==> src/rtl/core_pipe_ctrl.sv <==
// ----------------------------------------------------------------------------
// core_pipe_ctrl
//   Pipeline sequencer for the 5-stage core. Produces per-stage enable/kill for
//   the IF, DEC, EXE and MEM stage registers from the load-use hazard check,
//   the L1I/L1D handshakes and taken branches. It also keeps a saturating
//   stall-cycle counter and a sticky L1D timeout flag.
//
// Ports
//   clk, rst_n                  core clock, async active-low reset
//   dec_val_in/rs1/rs2/haz_cmd  decode-stage operand info (cmd: bit0 rs1, bit1 rs2)
//   exe_rd/we/load/br_taken     execute-stage destination and branch resolution
//   mem_l1d_val/ack             MEM-stage L1D request handshake
//   if_l1i_ack                  L1I fetch delivered
//   *_enb_out / *_kill_out      stage register update / bubble insert
//   stall_cnt_out               cycles with if_enb_out=0, saturating
//   err_dtimeout_out            sticky: an L1D wait reached DWAIT_MAX cycles
// ----------------------------------------------------------------------------
module core_pipe_ctrl #(
    parameter int CNT_W     = 16,
    parameter int DWAIT_MAX = 255
) (
    input  logic             clk,
    input  logic             rst_n,
    input  logic             dec_val_in,
    input  logic [4:0]       dec_rs1_in,
    input  logic [4:0]       dec_rs2_in,
    input  logic [1:0]       dec_haz_cmd_in,
    input  logic [4:0]       exe_rd_in,
    input  logic             exe_we_in,
    input  logic             exe_load_in,
    input  logic             exe_br_taken_in,
    input  logic             mem_l1d_val_in,
    input  logic             mem_l1d_ack_in,
    input  logic             if_l1i_ack_in,
    output logic             if_enb_out,
    output logic             dec_enb_out,
    output logic             dec_kill_out,
    output logic             exe_enb_out,
    output logic             exe_kill_out,
    output logic             mem_enb_out,
    output logic [CNT_W-1:0] stall_cnt_out,
    output logic             err_dtimeout_out
);

    localparam int WC_W = $clog2(DWAIT_MAX + 1);

    typedef enum logic [1:0] {ST_RUN, ST_DWAIT, ST_IWAIT} state_t;

    state_t            state_q, state_d;
    logic [WC_W-1:0]   wait_q;
    logic              hz, d_miss, i_miss;

    assign hz = dec_val_in && exe_load_in && exe_we_in && (exe_rd_in != 5'd0) &&
                ((dec_haz_cmd_in[0] && (dec_rs1_in == exe_rd_in)) ||
                 (dec_haz_cmd_in[1] && (dec_rs2_in == exe_rd_in)));

    // Once frozen on a D-miss, only the ack releases the pipe, even if the
    // request valid drops meanwhile.
    assign d_miss = (state_q == ST_DWAIT) ? !mem_l1d_ack_in
                                          : (mem_l1d_val_in && !mem_l1d_ack_in);
    assign i_miss = !if_l1i_ack_in;

    // ---------------- state register ----------------
    always_ff @(posedge clk or negedge rst_n) begin
        if (!rst_n) state_q <= ST_RUN;
        else        state_q <= state_d;
    end

    // ---------------- next state ----------------
    always_comb begin
        state_d = ST_RUN;
        if (d_miss)                          state_d = ST_DWAIT;
        else if (exe_br_taken_in || hz)      state_d = ST_RUN;
        else if (i_miss)                     state_d = ST_IWAIT;
    end

    // ---------------- outputs ----------------
    always_comb begin
        if_enb_out   = 1'b1;
        dec_enb_out  = 1'b1;
        dec_kill_out = 1'b0;
        exe_enb_out  = 1'b1;
        exe_kill_out = 1'b0;
        mem_enb_out  = 1'b1;
        if (!rst_n) begin
            if_enb_out   = 1'b0;
            dec_enb_out  = 1'b0;
            dec_kill_out = 1'b1;
            exe_enb_out  = 1'b0;
            exe_kill_out = 1'b1;
            mem_enb_out  = 1'b0;
        end else if (d_miss) begin
            if_enb_out   = 1'b0;
            dec_enb_out  = 1'b0;
            exe_enb_out  = 1'b0;
            mem_enb_out  = 1'b0;
        end else if (exe_br_taken_in) begin
            // flush the two wrong-path instructions; a pending hazard is moot
            dec_kill_out = 1'b1;
            exe_kill_out = 1'b1;
        end else if (hz) begin
            // hold IF/DEC, push a bubble into EXE, let the load proceed
            if_enb_out   = 1'b0;
            dec_enb_out  = 1'b0;
            exe_kill_out = 1'b1;
        end else if (i_miss) begin
            if_enb_out   = 1'b0;
            dec_kill_out = 1'b1;
        end
    end

    // ---------------- L1D wait counter / timeout ----------------
    // wait_q counts completed stalled cycles; err latches on the edge where
    // the count reaches DWAIT_MAX.
    always_ff @(posedge clk or negedge rst_n) begin
        if (!rst_n) begin
            wait_q           <= '0;
            err_dtimeout_out <= 1'b0;
        end else if (d_miss) begin
            if (wait_q != WC_W'(DWAIT_MAX)) wait_q <= wait_q + WC_W'(1);
            if (wait_q >= WC_W'(DWAIT_MAX - 1)) err_dtimeout_out <= 1'b1;
        end else begin
            wait_q <= '0;
        end
    end

    // ---------------- stall counter ----------------
    always_ff @(posedge clk or negedge rst_n) begin
        if (!rst_n)
            stall_cnt_out <= '0;
        else if (!if_enb_out && (stall_cnt_out != {CNT_W{1'b1}}))
            stall_cnt_out <= stall_cnt_out + CNT_W'(1);
    end

endmodule

==> config.mk <==
export PLATFORM = sky130hd
export DESIGN_NAME = core_pipe_ctrl
export DESIGN_NICKNAME = d
export VERILOG_FILES = /design/src/rtl/core_pipe_ctrl.sv
export SDC_FILE = /design/constraint.sdc
export NUM_CORES = 1
export LEC_CHECK = 0
export CAP_MARGIN = 20
export CORE_MARGIN = 4
export CORE_UTILIZATION = 45
export CTS_CLUSTER_DIAMETER = 60
export DETAILED_ROUTE_END_ITERATION = 10
export HOLD_SLACK_MARGIN = 0.1
export PLACE_DENSITY = 0.8
export SLEW_MARGIN = 20
export SYNTH_ARGS = -nofsm -noshare
export SYNTH_HDL_FRONTEND = slang
export SYNTH_SLANG_ARGS = --single-unit
==> constraint.sdc <==
create_clock -name clk -period 4.35 [get_ports clk]
set_input_delay 0.6525 -clock clk [delete_from_list [all_inputs] [get_ports clk]]
set_output_delay 0.6525 -clock clk [all_outputs]
set_load 0.01 [all_outputs]
==> qor.csv <==
metric;value;unit
start_util;47.44;%
setup_viol;0;
clockRootBuffer;clkbuf_4;
period_needed;3557;ps
skew;9.684;ps
port-buffer-count;48;
hold_class;reg -> reg;
slew_headroom;47.71;%
crit_chain;clkdlybuf4s50_1, o21bai_1, and2_2, nand2_1, or2_1, nand2_1, clkdlybuf4s50_1;
fin_crit_sh;81.76;%
finalWirelength;3420;um
max_freq;281.2;MHz
rsz0062_at_grt;no;
syn_inst;143;
nFillCells;253;
hold_viol_final;0;
critPathSlowestCell;o21bai_1;
timing.hold.ws;498.9;ps
cts.clk_slew.worst_paths;140;ps
antenna_found_initial;0;
leakage;0.8452;nW
synth_cell_type_count;36;
yosys_register_bits;27;
io-pin-count;49;
hpwl;2665;um
finalNonFillerCells;237;
rows;20;
crit_family;buffers and inverters;
gr-total-overflow;0;
num-nets-final;223;
antennaDiodeCount;0;
post_cts_buffers;0;
cts_resized;0;
cp_data_required_time;3700;ps
synth_area;1460;um2
first_pass_iters;4;
drc;0;
cpPeakStageDelay;640;ps
drive_gt1_share;6.218;%
clockBufferDepth;2;
cts_buffers;3;
antenna_left;0;
drt_iter0_drc;52;
arrival;2900;ps
h-tree-depth;1;
crit_type;in -> out;
grt_pass1_vias;1245;
cts_tree;built;
cp_max_fo;12;
cap_violations;0;
cp_num_buf_inv;2;
grt_pass1_wl;5685;um
critPathLaunchType;primary input;
finalWeightedCongestion;0.8191;
die_w;64.96;um
slew_violations;0;
clock_latency;330;ps
vias;1224;
status;complete, no violations;
cts.sinks;27;
end_kind;primary output;
ys_seq_area_share;46.27;%
die_h;64.96;um
syn-num-nets;172;
placed_cells;233;
yosysWarnings;0;
grt_max_degree;32;
ctsHoldBuffers;0;
area_growth;37.53;%
ir_drop;0.0002823;V
grtUsageTotal;17.09;%
avgRoutedWirePerCell;14.43;um
avgSynthCellArea;10.21;um2
tightest_slew;782.8;ps
viasPerCell;5.165;
cellPowerDensity;324.2;nW/um2
core-area;3078;um2
tns;0;ps
dieArea;4220;um2
[cell type report]
cell class	count	area [um2]	share of cell area (%)
Clock buffer	3	22.52	1.121
Clock inverter	1	5.005	0.2492
Inverter	4	15.01	0.7477
Multi-Input combinational cell	109	747.0	37.20
Sequential cell	27	675.6	33.64
Tap cell	44	55.05	2.741
Timing Repair Buffer	49	488.0	24.30
[where the power goes]
| part | internal [mW] | switching [mW] | leakage [nW] | total (mW) |
|---|---|---|---|---|
| logic | 0.127 | 0.0866 | 0.468 | 0.214 |
| clock network | 0.0345 | 0.0738 | 0.0177 | 0.108 |
| registers | 0.286 | 0.0425 | 0.360 | 0.329 |
| total | 0.448 | 0.203 | 0.845 | 0.651 |
[registers in the layout, summed over array words and instances, names as in the netlist]
name / count
err_dtimeout_out: 1
stall_cnt_out: 16
wait_q: 8
state_q: 2
[through the flow]
step	utilization, %	cell area, um2	setup slack (ps)	power (mW)
after floorplan	-	1460	1922	0.4228
after global placement	64.35	1981	852.5	0.5397
after detailed placement	64.35	1981	773.8	0.5504
after CTS	65.24	2008	772.8	0.6606
after global routing	65.24	2008	629.6	0.6946
final	65.24	2008	793.3	0.6511
[path summary, 6_finish.rpt]
path                                   from                end  slack, ps  depth (start not counted)
max                          mem_l1d_val_in         if_enb_out        790                          7
min                        stall_cnt_out[6]   stall_cnt_out[6]        500                          1
max reg2reg                      state_q[0]  stall_cnt_out[12]       2120                          7
min reg2reg                stall_cnt_out[6]   stall_cnt_out[6]        500                          1
max in group asynchronous             rst_n  stall_cnt_out[14]       3390                          2
min in group asynchronous             rst_n         state_q[0]        680                          2
[metal layers]
metal,share of wire (%),GRT usage [%]
met4,1.5,6.332
met1,42,19.67
met3,7.5,3.293
met2,49,31.03
met5,0,0
[cells in the mapped netlist]
cell type | instances | share of area (%)
and4_1 | 1 | 0.60
and3_1 | 6 | 2.6
and2_2 | 2 | 1.0
nor2_1 | 8 | 2.1
and3_2 | 1 | 0.51
nor3b_1 | 1 | 0.51
nand4_1 | 9 | 3.9
inv_1 | 4 | 1.0
clkbuf_1 | 1 | 0.26
dfrtp_1 | 27 | 46
a31oi_1 | 2 | 0.86
buf_6 | 1 | 0.77
mux2_1 | 1 | 0.77
nor2b_1 | 1 | 0.43
nand3_1 | 12 | 4.1
a211oi_1 | 1 | 0.51
a21oi_1 | 1 | 0.34
or2_1 | 1 | 0.43
o2111ai_1 | 1 | 0.60
ha_1 | 3 | 2.6
xnor2_1 | 16 | 9.6
o21ai_0 | 4 | 1.4
a21boi_0 | 1 | 0.51
a21oi_2 | 1 | 0.60
mux2_2 | 1 | 0.77
nor3_1 | 1 | 0.34
o21ba_4 | 1 | 1.1
nor4_1 | 3 | 1.3
and2_1 | 1 | 0.43
o31ai_1 | 1 | 0.51
o21bai_1 | 2 | 1.0
nand2_1 | 12 | 3.1
or4_1 | 1 | 0.51
o2111ai_2 | 1 | 1.0
xor2_1 | 12 | 7.2
buf_4 | 1 | 0.51
[logic make-up after synthesis]
family	after synthesis	synth area share [%]
DFF	27	46.27
buffers and inverters	7	2.570
and+or+nand+nor	60	21.77
adders and majority gates	3	2.571
muxes	2	1.542
xor gates and xnor gates	28	16.79
AOI/OAI and AO/OA	16	8.483
[placed cells by master, fill, tap and decap left out, types with 2 or more instances in the layout]
| cell type | Yosys | routed |
|---|---|---|
| a31oi_1 | 2 | 2 |
| and2_2 | 2 | 2 |
| and3_1 | 6 | 6 |
| clkbuf_4 | 0 | 3 |
| clkdlybuf4s50_1 | 0 | 48 |
| dfrtp_1 | 27 | 27 |
| ha_1 | 3 | 3 |
| inv_1 | 4 | 4 |
| nand2_1 | 12 | 12 |
| nand3_1 | 12 | 12 |
| nand4_1 | 9 | 9 |
| nor2_1 | 8 | 8 |
| nor4_1 | 3 | 3 |
| o21ai_0 | 4 | 4 |
| o21bai_1 | 2 | 2 |
| xnor2_1 | 16 | 16 |
| xor2_1 | 12 | 12 |
Power figures use the tool's default switching activity.
